==> src/rtl/spwm_pkg.sv <==
// spwm_pkg
//   Shared definitions for the SPWM carrier controller: FSM state
//   encoding and the divider value loaded at reset.
package spwm_pkg;

  typedef enum logic [1:0] {
    IDLE = 2'd0,
    ARM  = 2'd1,
    RUN  = 2'd2,
    STOP = 2'd3
  } carrier_state_t;

  localparam int DEFAULT_DIV = 32;

endpackage

==> src/rtl/step_prescaler.sv <==
// step_prescaler
//   Divides clk down to a one-cycle step pulse every div cycles while run
//   is high. The count is held at 0 while run is low, so the first step
//   lands div cycles after run rises. A div of 0 behaves as 1.
// Ports:
//   clk   - clock, rising edge
//   reset - synchronous active-high reset
//   run   - count enable (level)
//   div   - clk cycles per step
//   step  - one-cycle pulse on the last count of each step interval
module step_prescaler #(
  parameter int DIV_W = 16
) (
  input  logic             clk,
  input  logic             reset,
  input  logic             run,
  input  logic [DIV_W-1:0] div,
  output logic             step
);

  logic [DIV_W-1:0] count;
  logic [DIV_W-1:0] last;

  // div = 0 and div = 1 share a terminal count of 0 (step every cycle)
  assign last = (div == '0) ? '0 : div - DIV_W'(1);
  assign step = run && (count == last);

  always_ff @(posedge clk) begin
    if (reset || !run) begin
      count <= '0;
    end else if (step) begin
      count <= '0;
    end else begin
      count <= count + DIV_W'(1);
    end
  end

endmodule

==> src/rtl/spwm_carrier_ctrl.sv <==
// spwm_carrier_ctrl
//   Sequencer for a bank of triangular carrier generators. Holds them in
//   reset until enabled, issues a common step pulse, tracks the carrier
//   with a mirror counter to flag peak/valley, and only swaps the step
//   divider on a valley so each carrier period runs at a single rate.
//   Stopping waits for the next valley so the carrier ends at zero.
// Ports:
//   clk, reset    - clock and synchronous active-high reset
//   enable        - run request (level)
//   div_in        - new clk-cycles-per-step divider
//   div_load      - one-cycle strobe capturing div_in
//   carrier_rst   - reset to the triangular generators
//   step          - one-cycle step pulse to the generators
//   peak / valley - one-cycle turn-around flags, coincident with step
//   running       - high in RUN and STOP
//   div_pending   - a loaded divider is waiting for a valley
module spwm_carrier_ctrl #(
  parameter int MAX_A       = 128,
  parameter int DIV_W       = 16,
  parameter int DEFAULT_DIV = spwm_pkg::DEFAULT_DIV
) (
  input  logic             clk,
  input  logic             reset,
  input  logic             enable,
  input  logic [DIV_W-1:0] div_in,
  input  logic             div_load,
  output logic             carrier_rst,
  output logic             step,
  output logic             peak,
  output logic             valley,
  output logic             running,
  output logic             div_pending
);
  import spwm_pkg::*;

  localparam int MW = (MAX_A > 1) ? $clog2(MAX_A) : 1;

  carrier_state_t   state;
  logic [DIV_W-1:0] div_active;
  logic [DIV_W-1:0] div_pend;
  logic [MW-1:0]    mirror;
  logic             dir_up;

  step_prescaler #(.DIV_W(DIV_W)) u_prescaler (
    .clk   (clk),
    .reset (reset),
    .run   (running),
    .div   (div_active),
    .step  (step)
  );

  // Turn-around happens on the step that would leave 0..MAX_A-1
  assign peak   = step &&  dir_up && (mirror == MW'(MAX_A - 1));
  assign valley = step && !dir_up && (mirror == '0);

  // carrier_rst and running are registered alongside the state
  always_ff @(posedge clk) begin
    if (reset) begin
      state       <= IDLE;
      carrier_rst <= 1'b1;
      running     <= 1'b0;
    end else begin
      case (state)
        IDLE: begin
          if (enable) state <= ARM;
        end
        ARM: begin
          state       <= RUN;
          carrier_rst <= 1'b0;
          running     <= 1'b1;
        end
        RUN: begin
          if (!enable) state <= STOP;
        end
        STOP: begin
          if (valley) begin
            state       <= IDLE;
            carrier_rst <= 1'b1;
            running     <= 1'b0;
          end
        end
        default: begin
          state       <= IDLE;
          carrier_rst <= 1'b1;
          running     <= 1'b0;
        end
      endcase
    end
  end

  always_ff @(posedge clk) begin
    if (reset || !running) begin
      mirror <= '0;
      dir_up <= 1'b1;
    end else if (step) begin
      if (dir_up) begin
        if (mirror == MW'(MAX_A - 1)) dir_up <= 1'b0;
        else                          mirror <= mirror + MW'(1);
      end else begin
        if (mirror == '0) dir_up <= 1'b1;
        else              mirror <= mirror - MW'(1);
      end
    end
  end

  // While stopped a load takes effect at once; while running it waits for
  // a valley. A load landing on a valley is queued for the following one.
  always_ff @(posedge clk) begin
    if (reset) begin
      div_active  <= DIV_W'(DEFAULT_DIV);
      div_pend    <= '0;
      div_pending <= 1'b0;
    end else if (!running) begin
      if (div_load) begin
        div_active  <= div_in;
        div_pending <= 1'b0;
      end else if (div_pending) begin
        div_active  <= div_pend;
        div_pending <= 1'b0;
      end
    end else begin
      if (valley && div_pending) begin
        div_active  <= div_pend;
        div_pending <= 1'b0;
      end
      if (div_load) begin
        div_pend    <= div_in;
        div_pending <= 1'b1;
      end
    end
  end

endmodule

==> config.mk <==
export PLATFORM = sky130hd
export DESIGN_NAME = spwm_carrier_ctrl
export DESIGN_NICKNAME = d
export VERILOG_FILES = /design/src/rtl/spwm_pkg.sv /design/src/rtl/step_prescaler.sv /design/src/rtl/spwm_carrier_ctrl.sv
export SDC_FILE = /design/constraint.sdc
export NUM_CORES = 1
export LEC_CHECK = 0
export BUFFER_PORTS_ARGS = -buffer_cell sky130_fd_sc_hd__buf_2
export CORE_AREA = 5 5 89 91
export DETAILED_ROUTE_END_ITERATION = 8
export DIE_AREA = 0 0 94 96
export PLACE_DENSITY_LB_ADDON = 0.08
export SYNTH_ARGS = -nofsm -noshare
export SYNTH_HDL_FRONTEND = slang
export SYNTH_SLANG_ARGS = --single-unit
export TNS_END_PERCENT = 10
==> constraint.sdc <==
create_clock -name clk -period 8.9 [get_ports clk]
set_clock_uncertainty 0.05 [all_clocks]
set_input_delay 0.445 -clock clk [delete_from_list [all_inputs] [get_ports clk]]
set_output_delay 0.445 -clock clk [all_outputs]
set_load 0.03 [all_outputs]
# [Word-level counts from Yosys, hierarchy flattened]
# Cells that the tools add are included.
[classes] n_bitwise=1 eq_ne=11 n_addsub=4 n_mux=21 n_reduce_logical=22
[ops] op="2-to-1 mux 16 bit" n=5
[ops] op="2-to-1 mux 7 bit" n=3
[ops] op="adder 16 x 1 -> 16 bit, second input constant" n=1
[ops] op="== test 16 bit" n=1
[ops] op="zero test 16 bit" n=1
[ops] op="subtractor 16 x 1 -> 16 bit, second input constant" n=1
[ops] op="inequality test 2 bit, second input constant" n=5
[ops] op="case mux 2 bit (4 select lines)" n=1
[ops] op="adder 7 x 1 -> 7 bit, second input constant" n=1
[ops] op="== test 7 bit, second input constant" n=1
[ops] op="zero test 7 bit" n=1
[ops] op="2-to-1 mux 1 bit" n=7
[ops] op="subtractor 7 x 1 -> 7 bit, second input constant" n=1
[ops] op="logical AND 1 bit" n=6
[ops] op="2-to-1 mux 2 bit" n=3
[ops] op="AND reduction 2 bit" n=3
[ops] op="AND reduction 3 bit" n=2
[ops] op="== test 2 bit, second input constant" n=2
[ops] op="case mux 1 bit (2 select lines)" n=2
[ops] op="nonzero test 2 bit" n=2
[ops] op="OR reduction 2 bit" n=2
[ops] op="nonzero test 3 bit" n=1
[ops] op="== test 2 x 1 -> 1 bit, second input constant" n=1
[ops] op="zero test 1 bit" n=2
[ops] op="4 further kinds" n=4
[totals] regBits=61 elab_cells=68 out_inout_bits=6 in_bits=20

# [Depth between registers and ports, before layout]
[logic_depth] word_depth=9 ltp_mapped=13 mapped_depth_nobuf=11

# [Modules after synthesis]
# A second synthesis with hierarchy kept.
[hier_totals] hier_cells=478 area_unflattened_um2=3911.3
[modules_own_cells] mod="spwm_carrier_ctrl" cells_each=239 n_inst=1 seq_area_each_um2=900.9 area_per_inst_um2=2122.0
[modules_own_cells] mod="step_prescaler" cells_each=239 n_inst=1 seq_area_each_um2=320.3 area_per_inst_um2=1789.2

# [Worst setup path after synthesis]
# No wires, ideal clock.
[synth_timing] kind="reg2reg" start="register div_active[0]" end="register div_active[0]" n_path_buf=2 t_arrival_ps=3501 setup_time_ps=127 required_ps=8723 synth_period_minus_slack_ps=3679 path_stages_with_launch=14 setup_slack_ps=5221 path_cell_list="dfxtp_1 -> inv_1 -> ha_1 -> clkbuf_1 -> inv_1 -> or4_1 -> xor2_1 -> a2111oi_0 -> and4b_1 -> o2111ai_2 -> nor3_2 -> a211oi_2 -> buf_4 -> o2bb2ai_1"
[synth_between] elab_chain_cells=9 word_cells_on_any_way=10 classes_between="add/sub (1); eq/ne (2); mux (1); reduce/logical (6)"
[synth_rtl] element="from (decl)" line="spwm_carrier_ctrl.sv:39" source="logic [DIV_W-1:0] div_active;"
[synth_rtl] element="from (signal assigned)" line="spwm_carrier_ctrl.sv:110" source="div_active <= DIV_W'(DEFAULT_DIV);"
[synth_rtl] element="from (signal assigned)" line="spwm_carrier_ctrl.sv:115" source="div_active <= div_in;"
[synth_rtl] element="from (signal assigned)" line="spwm_carrier_ctrl.sv:118" source="div_active <= div_pend;"
[synth_rtl] element="subtractor 16 x 1 -> 16 bit / zero test 16 bit (equally long branches)" line="step_prescaler.sv:25" source="assign last = (div == '0) ? '0 : div - DIV_W'(1);"
[synth_rtl] element="2-to-1 mux 16 bit *" line="step_prescaler.sv:25"
[synth_rtl] element="== test 16 bit *" line="step_prescaler.sv:26" source="assign step = run && (count == last);"
[synth_rtl] element="logical AND 1 bit *" line="step_prescaler.sv:26"
[synth_rtl] element="logical AND 1 bit * (2 in series)" line="spwm_carrier_ctrl.sv:54" source="assign valley = step && !dir_up && (mirror == '0);"
[synth_rtl] element="named net valley" line="spwm_carrier_ctrl.sv:30" source="output logic valley,"
[synth_rtl] element="logical AND 1 bit *" line="spwm_carrier_ctrl.sv:122" source="if (valley && div_pending) begin"
[synth_rtl] element="inequality test 2 x 1 -> 1 bit (no source line) *"
[synth_rtl] element="AND reduction 2 bit (no source line) *"
# The timed path passes the listed nets; every way through them passes the cells marked *.
# A chain may end at the register's enable or synchronous reset.

# [Worst setup path after layout]
[layout_timing] start="register div_active[0]" end="output port valley"
[layout_between] elab_chain_cells=6 word_cells_on_any_way=7 classes_between="add/sub (1); eq/ne (1); mux (1); reduce/logical (4)"
[layout_rtl] element="subtractor 16 x 1 -> 16 bit / zero test 16 bit (equally long branches)" line="step_prescaler.sv:25"
[layout_rtl] element="2-to-1 mux 16 bit *" line="step_prescaler.sv:25"
[layout_rtl] element="== test 16 bit *" line="step_prescaler.sv:26"
[layout_rtl] element="logical AND 1 bit *" line="step_prescaler.sv:26"
[layout_rtl] element="logical AND 1 bit * (2 in series)" line="spwm_carrier_ctrl.sv:54"
[layout_rtl] element="to (decl)" line="spwm_carrier_ctrl.sv:30"
# Every way passes the cells marked *; elsewhere a longest branch is shown, timed or not.

==> flow_metrics.tcl <==
set metrics [dict create \
    hold_viol 0 \
    seq_area_um2 1220 \
    reg2reg_from "div_active[0]$_SDFFE_PP0P_" \
    synth_top_area_share_pct 32.6 \
    yosys_warnings 0 \
    drive_above_1_share_pct 12.4 \
    antenna_found_initial 0 \
    sw_frac_of_total_pct 36.0 \
    rsz0062_at_grt "false" \
    grt_max_degree 24 \
    dr.pass1.iters 4 \
    switching_power_mw 0.333 \
    min_delay_path_depth 3 \
    grt_pass1_vias 3133 \
    setup_ws_ps 4710 \
    port_buffers 25 \
    synthArstFlopShare_pct 0 \
    ys_top_cells_by_area "dfxtp_1 33%, mux2i_1 6.1%, nand2_1 5.7%" \
    syn_area_um2 3750 \
    grt_pass1_wl_um 15200 \
    cts_sinks 61 \
    seqPwrFrac_pct 35.9 \
    syn_area_per_cell_um2 8.20 \
    drt_iter0_markers 209 \
    worst_pin_slew_ps 1160 \
    grt-ovfl-total 0 \
    r2r_slack_ps 4850 \
    ir_worst_vdd_v 0.000113 \
    wire_per_inst_um 15.8 \
    slew_headroom_pct 22.8 \
    layout-area-overhead-vs-synth_pct 9.75 \
    cts_buffers 9 \
    critPathMaxFanout 10 \
    use_met1_pct 28.3 \
    use_met3_pct 5.94 \
    place.gp.congestion 0.955 \
    fin_nets 501 \
    cts_buffer_depth 2 \
    hold_buffers 0 \
    fin_crit_ps 4190 \
    antenna_left 0 \
    pwr-share-comb_pct 33.6 \
    setup-tns-final_ps 0 \
    yosys.cell_count.top_type "dfxtp_1" \
    worstSetupEndpointType "output pin" \
    max_freq_ghz 0.239 \
    synth_flop_cell "dfxtp_1" \
    period_share_pct 47.0 \
    hold_class "in2reg" \
    power.density_nw_per_um2 225 \
    clkTransAtPathRegs_ps 70 \
    core_area_um2 7060 \
    die-width_um 94 \
    maxSlewViolCount 0 \
    antennaDiodeCount 0 \
    vias_per_cell 5.79 \
    worstPathArrival_ps 3690 \
    io_pins 26 \
    ys_types 64 \
    die_area_um2 9020 \
    post_cts_resized 0 \
    finalWirelength_um 9050 \
    drc 0 \
    synth-edff-count 0 \
    crit_required_ps 8410 \
    startpoint "div_active[0]$_SDFFE_PP0P_" \
    yosys.area.top_type "dfxtp_1" \
    root_buffer "clkbuf_8" \
    pre_cts_slack_ps 4830 \
    drv_cap 0 \
    crit_type "reg2out" \
    internal_power_mw 0.591 \
    status "finished, final reports clean" \
    start_util_pct 53.1 \
    vias 3315 \
    synth-seq-area-share_pct 32.6 \
    cts_max_level 3 \
    final_area_um2 4110 \
    clk_latency_ps 350 \
    ys_ff_latch 61 \
    setup_viol_count_final 0 \
    cts_tree "yes" \
    multi_input_area_um2 2360 \
    critPathLaunchType "register" \
    rows 31 \
    worstHoldStart "div_in[0]" \
    use_met2_pct 32.9 \
    grt_use_total_pct 21.4 \
    die_y_um 96 \
    busiest_layer "met2" \
    ys_top_cells_by_count "61 x dfxtp_1, 57 x nand2_1, 44 x nor2_1" \
    power_leakage_nw 1.57 \
    synth_nets 489 \
    cts_setup_buffers 0 \
    nFillCells 684 \
    pwr-share-clk_pct 30.6 \
    ff2ff_path_depth 11 \
    place_area_um2 3890 \
    synthCells 457 \
    dp_hpwl_um 6800 \
]
[per-stage QoR]
step	std cells	util, %	power [mW]	hold WS [ps]
after global routing	573	58.2	0.982	282
after floorplan	457	-	0.577	382
after detailed placement	557	55.1	0.644	396
after CTS	573	58.2	0.928	276
final	573	58.2	0.925	281
after global placement	557	55.1	0.641	389
[path summary, 6_finish.rpt]
check	to
hold reg to reg	div_pend[14]$_SDFFE_PP0P_
setup / recovery	valley
setup reg to reg	div_active[5]$_SDFFE_PP1P_
hold / removal	div_pend[0]$_SDFFE_PP0P_
[cell type report]
cell class	instances	area share [%]
well taps	99	3.01
clock buffers	12	3.77
multi-input cells	357	57.4
clock inverters	4	1.70
repair buffers	25	3.04
inverters	15	1.37
flip-flops and latches	61	29.7
[flip-flops by register name, summed over array words and instances, names as in the netlist, 2 cells and up]
register and count:
mirror 7, state 2, u_prescaler.count 16, div_pend 16, div_active 16
[power by group through the flow]
| stage | clock [mW] | combinational, mW | sequential [mW] |
|---|---|---|---|
| floorplan | 0 | 0.246 | 0.331 |
| global placement | 0 | 0.305 | 0.336 |
| detailed placement | 0 | 0.307 | 0.338 |
| CTS | 0.289 | 0.308 | 0.331 |
| global route | 0.302 | 0.342 | 0.337 |
| finish | 0.283 | 0.310 | 0.332 |
[cells by family (layout without fill, tap and decap cells)]
group	Yosys count	after routing	share of synthesized area, %
adders and majority gates	12	12	4.21
xor gates and xnor gates	30	30	7.01
muxes	25	25	6.75
buffers and inverters	39	56	4.48
and+or+nand+nor	186	186	25.1
DFF	61	61	32.6
AOI/OAI and AO/OA	104	104	19.8
[critical path: stages (launching register included)]
cell	delay (ps)
dfxtp_1	370
inv_1	90
ha_1	360
inv_1	240
nor4_4	570
xnor2_1	180
o211ai_1	100
a311oi_1	520
o21ai_0	370
nor3_2	290
buf_2	260
[per-layer routing]
layer  share of wire [%]  routed length [µm]
met1                  47                4290
met2                  44                4000
met3                 5.8                 526
met4                 2.5                 229
met5                   0                   0
[cells in the final DEF (no fill, tap or decap), types with 4 or more instances in the layout]
cell       netlist  layout
a211oi_1         5       5
nand2_1         57      57
mux2i_1         23      23
xnor2_1         16      16
nand3_1         17      17
a21oi_1         31      31
nor4_1          13      13
inv_1           15      15
nor3_1          12      12
nor2_1          44      43
o2bb2ai_1       16      16
nand4_1          5       5
buf_2            0      25
and3_1           6       6
or4_1            4       4
a31oi_1          4       4
o21ai_0         10      10
a21o_1          11      11
or3_1            4       4
clkbuf_8         1      11
xor2_1          14      14
ha_1            11      11
dfxtp_1         61      61
(Power assumes the default switching activity.)
